<file path="config.mk">
export PLATFORM = sky130hd
export DESIGN_NAME = noc_flit_rx_endpoint
export DESIGN_NICKNAME = d
export VERILOG_FILES = /design/src/rtl/noc_flit_rx_endpoint.sv
export SDC_FILE = /design/constraint.sdc
export NUM_CORES = 1
export LEC_CHECK = 0
export ABC_AREA = 1
export CAP_MARGIN = 10
export CORE_UTILIZATION = 46
export CTS_BUF_LIST = sky130_fd_sc_hd__clkbuf_8
export CTS_CLUSTER_DIAMETER = 80
export DETAILED_ROUTE_END_ITERATION = 10
export GPL_TIMING_DRIVEN = 0
export MAX_ROUTING_LAYER = met4
export PLACE_DENSITY = 0.79
export SYNTH_ARGS = -nofsm -noshare
export SYNTH_HDL_FRONTEND = slang
export SYNTH_SLANG_ARGS = --single-unit
</file>
<file path="constraint.sdc">
create_clock -name clk_noc -period 2.61 [get_ports clk_noc]
set_input_delay 0.3915 -clock clk_noc [delete_from_list [all_inputs] [get_ports clk_noc]]
set_output_delay 0.3915 -clock clk_noc [all_outputs]
set_load 0.01 [all_outputs]
</file>
<file path="src/rtl/noc_flit_rx_endpoint.sv">
// ---------------------------------------------------------------------------
// noc_flit_rx_endpoint
//
// Receiving end of a credit-based router-to-router flit link. Incoming flits
// land in a small circular FIFO and are presented as an AXI-Stream master.
// One credit is returned, as a single-cycle pulse, for each flit drained.
//
// Ports
//   clk_noc, rst_n           NoC clock (rising edge), async active-low reset
//   data_in/dest_in/
//   is_tail_in/send_in       flit link input; send_in qualifies one flit
//   credit_out               one-cycle pulse, one buffer slot freed
//   axis_out_*               AXI-Stream master, show-ahead from FIFO head
//                            (tid/tdest split from the flit dest field)
//   occupancy                current FIFO fill level
//   pkt_count                packets delivered (tlast handshakes), wraps
//   overflow_err             sticky: flit arrived into a full FIFO, dropped
// ---------------------------------------------------------------------------
module noc_flit_rx_endpoint #(
    parameter int FLIT_WIDTH        = 32,
    parameter int TID_WIDTH         = 2,
    parameter int TDEST_WIDTH       = 2,
    parameter int DEST_WIDTH        = TID_WIDTH + TDEST_WIDTH,
    parameter int FLIT_BUFFER_DEPTH = 2,
    parameter int PKT_CNT_WIDTH     = 16,
    localparam int OCC_WIDTH        = $clog2(FLIT_BUFFER_DEPTH + 1)
) (
    input  logic                     clk_noc,
    input  logic                     rst_n,
    input  logic [FLIT_WIDTH-1:0]    data_in,
    input  logic [DEST_WIDTH-1:0]    dest_in,
    input  logic                     is_tail_in,
    input  logic                     send_in,
    output logic                     credit_out,
    output logic                     axis_out_tvalid,
    input  logic                     axis_out_tready,
    output logic [FLIT_WIDTH-1:0]    axis_out_tdata,
    output logic                     axis_out_tlast,
    output logic [TID_WIDTH-1:0]     axis_out_tid,
    output logic [TDEST_WIDTH-1:0]   axis_out_tdest,
    output logic [OCC_WIDTH-1:0]     occupancy,
    output logic [PKT_CNT_WIDTH-1:0] pkt_count,
    output logic                     overflow_err
);

    localparam int PTR_WIDTH = (FLIT_BUFFER_DEPTH > 1) ? $clog2(FLIT_BUFFER_DEPTH) : 1;

    typedef enum logic [0:0] {
        RX_IDLE   = 1'b0,
        RX_IN_PKT = 1'b1
    } rx_state_e;

    // FIFO storage; contents need no reset since tvalid masks them.
    logic [FLIT_WIDTH-1:0] data_mem [FLIT_BUFFER_DEPTH];
    logic [DEST_WIDTH-1:0] dest_mem [FLIT_BUFFER_DEPTH];
    logic                  tail_mem [FLIT_BUFFER_DEPTH];

    logic [PTR_WIDTH-1:0]     wptr_q, wptr_d;
    logic [PTR_WIDTH-1:0]     rptr_q, rptr_d;
    logic [OCC_WIDTH-1:0]     occ_q, occ_d;
    logic                     credit_q;
    logic                     ovf_q, ovf_d;
    logic [PKT_CNT_WIDTH-1:0] pkt_q, pkt_d;
    rx_state_e                state_q, state_d;

    logic full;
    logic pop;
    logic push;
    logic [DEST_WIDTH-1:0] head_dest;

    function automatic logic [PTR_WIDTH-1:0] ptr_inc(input logic [PTR_WIDTH-1:0] p);
        // Explicit wrap so non-power-of-2 depths work.
        if (p == PTR_WIDTH'(FLIT_BUFFER_DEPTH - 1)) return '0;
        return p + PTR_WIDTH'(1);
    endfunction

    assign full = (occ_q == OCC_WIDTH'(FLIT_BUFFER_DEPTH));
    assign pop  = axis_out_tvalid && axis_out_tready;
    // A same-edge pop frees the slot, so a send into a full FIFO is accepted then.
    assign push = send_in && (!full || pop);

    always_comb begin
        wptr_d  = wptr_q;
        rptr_d  = rptr_q;
        occ_d   = occ_q;
        ovf_d   = ovf_q;
        pkt_d   = pkt_q;
        state_d = state_q;

        if (push) wptr_d = ptr_inc(wptr_q);
        if (pop)  rptr_d = ptr_inc(rptr_q);

        case ({push, pop})
            2'b10:   occ_d = occ_q + OCC_WIDTH'(1);
            2'b01:   occ_d = occ_q - OCC_WIDTH'(1);
            default: occ_d = occ_q;
        endcase

        if (send_in && !push) ovf_d = 1'b1;

        // Packet tracker: purely observational, never gates the stream.
        if (pop) begin
            if (axis_out_tlast) begin
                state_d = RX_IDLE;
                pkt_d   = pkt_q + PKT_CNT_WIDTH'(1);
            end else begin
                state_d = RX_IN_PKT;
            end
        end
    end

    always_ff @(posedge clk_noc or negedge rst_n) begin
        if (!rst_n) begin
            wptr_q   <= '0;
            rptr_q   <= '0;
            occ_q    <= '0;
            credit_q <= 1'b0;
            ovf_q    <= 1'b0;
            pkt_q    <= '0;
            state_q  <= RX_IDLE;
        end else begin
            wptr_q   <= wptr_d;
            rptr_q   <= rptr_d;
            occ_q    <= occ_d;
            credit_q <= pop;
            ovf_q    <= ovf_d;
            pkt_q    <= pkt_d;
            state_q  <= state_d;
        end
    end

    always_ff @(posedge clk_noc) begin
        if (push) begin
            data_mem[wptr_q] <= data_in;
            dest_mem[wptr_q] <= dest_in;
            tail_mem[wptr_q] <= is_tail_in;
        end
    end

    assign head_dest       = dest_mem[rptr_q];
    assign axis_out_tvalid = (occ_q != '0);
    assign axis_out_tdata  = data_mem[rptr_q];
    assign axis_out_tlast  = tail_mem[rptr_q];
    assign axis_out_tid    = head_dest[DEST_WIDTH-1:TDEST_WIDTH];
    assign axis_out_tdest  = head_dest[TDEST_WIDTH-1:0];
    assign credit_out      = credit_q;
    assign occupancy       = occ_q;
    assign pkt_count       = pkt_q;
    assign overflow_err    = ovf_q;

endmodule
</file>
==> summary.txt <==
slowest CP cell: clkdlybuf4s50_1
mean post-synth cell area: 14.8 um2
Setup Buffers After CTS: 0
outcome: finished, final reports clean
Peak VDD IR: 0.000594 V
Storage cell area: 2770 um2
drt total wl: 7.06 mm
DRT Pass-1 Iters: 4
# clock sinks: 96
Mapped Area: 3900 um2
Die Ht: 94.1 um
flop2flop setup slack: 0.68 ns
R2R Path Start: occupancy[1]
Setup Viol. Count Final: 0
dpl hpwl: 4.88 mm
area of the multi-input gates: 1030 um2
Clock Skew: 0.0125 ns
CTS Buf Count: 9
met1 GRT Util: 20.0%
Req. time, crit path: 2.22 ns
crit path launch: rptr_q
Antenna Violating Nets Remaining: 0
largest net degree at the start of global routing: 24
share of cells above drive strength 1: 19.8%
I/O Buffers: 98
I/O pins: 99
Tot Pwr: 5.11 mW
TritonCTS clock tree: built
leakage power: 1.97 nW
layer with the highest usage: met2
Buf/Inv on CP: 3
# fillers: 615
P per Cell Area: 963 nW/um2
Tmin final: 2.42 ns
Worst Path Arrival: 2.03 ns
Reg clk slew, reported paths: 0.09 ns
diode count: 0
period utilization: 92.7%
Root Buffer: clkbuf_8
effective utilization at floorplan: 47.5%
vias per cell: 4.91
crit-path cells: buf_4, buf_6, mux2_2, clkdlybuf4s50_1
num rows: 33
Netlist cell types: 30
via count: 2378
CP peak stage delay: 0.50 ns
DR iter-0 viols: 84
fmax: 0.413 GHz
max-slew violation count: 0
CP startpoint kind: flip-flop
critical path's top delay family: buffers and inverters
Hold Crit Class: reg2reg
first-pass GRT wire length: 11.0 mm
Rel. slew slack: 32.8%
area delta synth->final: 35.8%
net total in the final layout: 416
Crit. path cell count: 4
total congestion overflow: 0
CTS resizes: 0
Worst setup endpoint: axis_out_tdata[26]
syn nets: 305
area of the core: 8220 um2
H-tree levels: 3
reg2reg end: data_mem[0][16]
Seq/Total Area, Yosys: 71.0%
per-cell routed wire length: 14.6 um
Worst-Skew Late Latency: 0.35 ns
Max Cap Viol: 0
RSZ-0062 raised after global routing: no
M2 GR Usage: 28.3%
cts hold-fix bufs: 0
routing usage on met3: 4.29%
routability cong.: 0.828
vias in the first global route: 2287
clock buffer depth: 2
Die Width: 94.1 um
setup TNS: 0 ns
Crit Path Max Fanout: 10
total track usage: 17.0%
initial antenna violation count: 0
# DRC: 0
die area: 8860 um2
final hold violations: 0
Worst-Margin Slew: 1.00 ns
Setup Crit Path Kind: reg2out
cells after synthesis: 263
Synth warnings: 0
CP Capture Type: output pin
Reg2Reg Depth: 6
Yosys reg bits: 96
==> cell usage after synthesis <==
cell type  instances  share of area [%]
a21oi_1            1               0.13
buf_4              1               0.19
buf_6              3               0.87
dfrtp_1           22                 14
edfxtp_1          74                 57
ha_1               1               0.32
inv_1             13                1.3
inv_2              1              0.096
inv_6              2               0.45
mux2_2            36                 10
nand2_1           54                5.2
nand2_2            1               0.16
nand2_4            2               0.58
nand2_8            1               0.51
nand3_1            5               0.64
nand3_2            2               0.51
nand3b_1           3               0.58
nand4_1            3               0.48
nor2_1            17                1.6
nor2_2             1               0.16
nor2_4             2               0.58
nor2_8             1               0.51
o21ai_0            3               0.38
o21ai_1            1               0.13
o21ai_4            1               0.42
o21bai_1           1               0.19
o31ai_1            1               0.19
xnor2_1            2               0.45
xor2_1             7                1.6
xor2_2             1               0.42
==> layout by cell type, fill, tap and decap left out, types with 2 or more instances in the layout <==
cell type and n:
buf_16 2, nand2_1 54, xor2_1 7, clkbuf_8 9, inv_1 13, mux2_2 36
clkinv_2 3, nor2_1 15, nand3b_1 3, nand3_2 2, bufinv_16 2, nand3_1 5
dfrtp_1 22, edfxtp_1 74, nor2_4 4, inv_6 4, nand2_4 2, buf_6 3
clkdlybuf4s50_1 98, nand4_1 3, o21ai_0 3, xnor2_1 2
==> worst min path at each step <==
| stage | end | slack [ns] | from | depth (start not counted) |
|---|---|---|---|---|
| final | overflow_err | 0.48 | overflow_err | 1 |
| after global routing | overflow_err | 0.52 | overflow_err | 1 |
| after CTS | overflow_err | 0.49 | overflow_err | 1 |
| after detailed placement | overflow_err | 0.47 | overflow_err | 1 |
| after global placement | overflow_err | 0.47 | overflow_err | 1 |
| after floorplan | credit_out | 0.1 | rst_n | 0 |
==> state kept, by name (all words and copies together) (netlist names), 2 cells and up <==
signal / count
data_mem: 64
pkt_count: 16
dest_mem: 8
occupancy: 2
tail_mem: 2
==> metrics by stage <==
stage	hold WS (ns)	std cells	utilization (%)	cell area [um2]	setup slack, ns
after floorplan	0.0959	263	-	3910	0.432
after global placement	0.468	466	61.1	5020	-0.573
after detailed placement	0.469	468	61.9	5090	0.237
after CTS	0.491	484	64.5	5300	0.153
after global routing	0.523	484	64.5	5300	0.0838
final	0.484	484	64.5	5300	0.191
==> logic make-up (layout without fill, tap and decap cells) <==
kind of cell             after synthesis  count (layout)  share of synthesized area, %
XOR/XNOR                              10              10                          2.44
multiplexers                          36              36                          10.4
flip-flops                            96              96                          71.0
AND/OR/NAND/NOR                       92              92                          11.5
AO/OA/AOI/OAI                          8               8                          1.44
buffers and inverters                 20             136                          2.85
adder cells (fa/ha/maj)                1               1                         0.320
==> power breakdown <==
| part | switching [mW] | leakage, nW | total [mW] | internal, mW |
|---|---|---|---|---|
| Sequential | 0.147 | 0.974 | 2.16 | 2.02 |
| Combinational | 0.854 | 0.880 | 1.90 | 1.05 |
| Clock | 0.501 | 0.114 | 1.04 | 0.542 |
| Total | 1.50 | 1.97 | 5.11 | 3.61 |
==> per-layer routing <==
layer / part of all wire [%] / wire, um
met2: 50 / 3550
met1: 43 / 3010
met5: 0 / 0
met4: 1.0 / 74
met3: 6.1 / 428
==> final cells by class <==
class / instances / area share, %
Buffer: 4 / 0.779
Clock buffer: 9 / 2.34
Clock inverter: 7 / 1.75
Inverter: 16 / 1.32
Multi-Input combinational cell: 147 / 19.5
Sequential cell: 96 / 52.3
Tap cell: 105 / 2.48
Timing Repair Buffer: 100 / 19.5
==> worst reg2reg max path: stages, from the launching register on <==
cell     delay, ns
dfrtp_1       0.41
inv_1         0.15
nor2_1        0.07
nand2_1       0.12
nand2_1       0.15
nor2_4        0.49
buf_16        0.25
No activity file was read; power rests on OpenSTA's default activity.
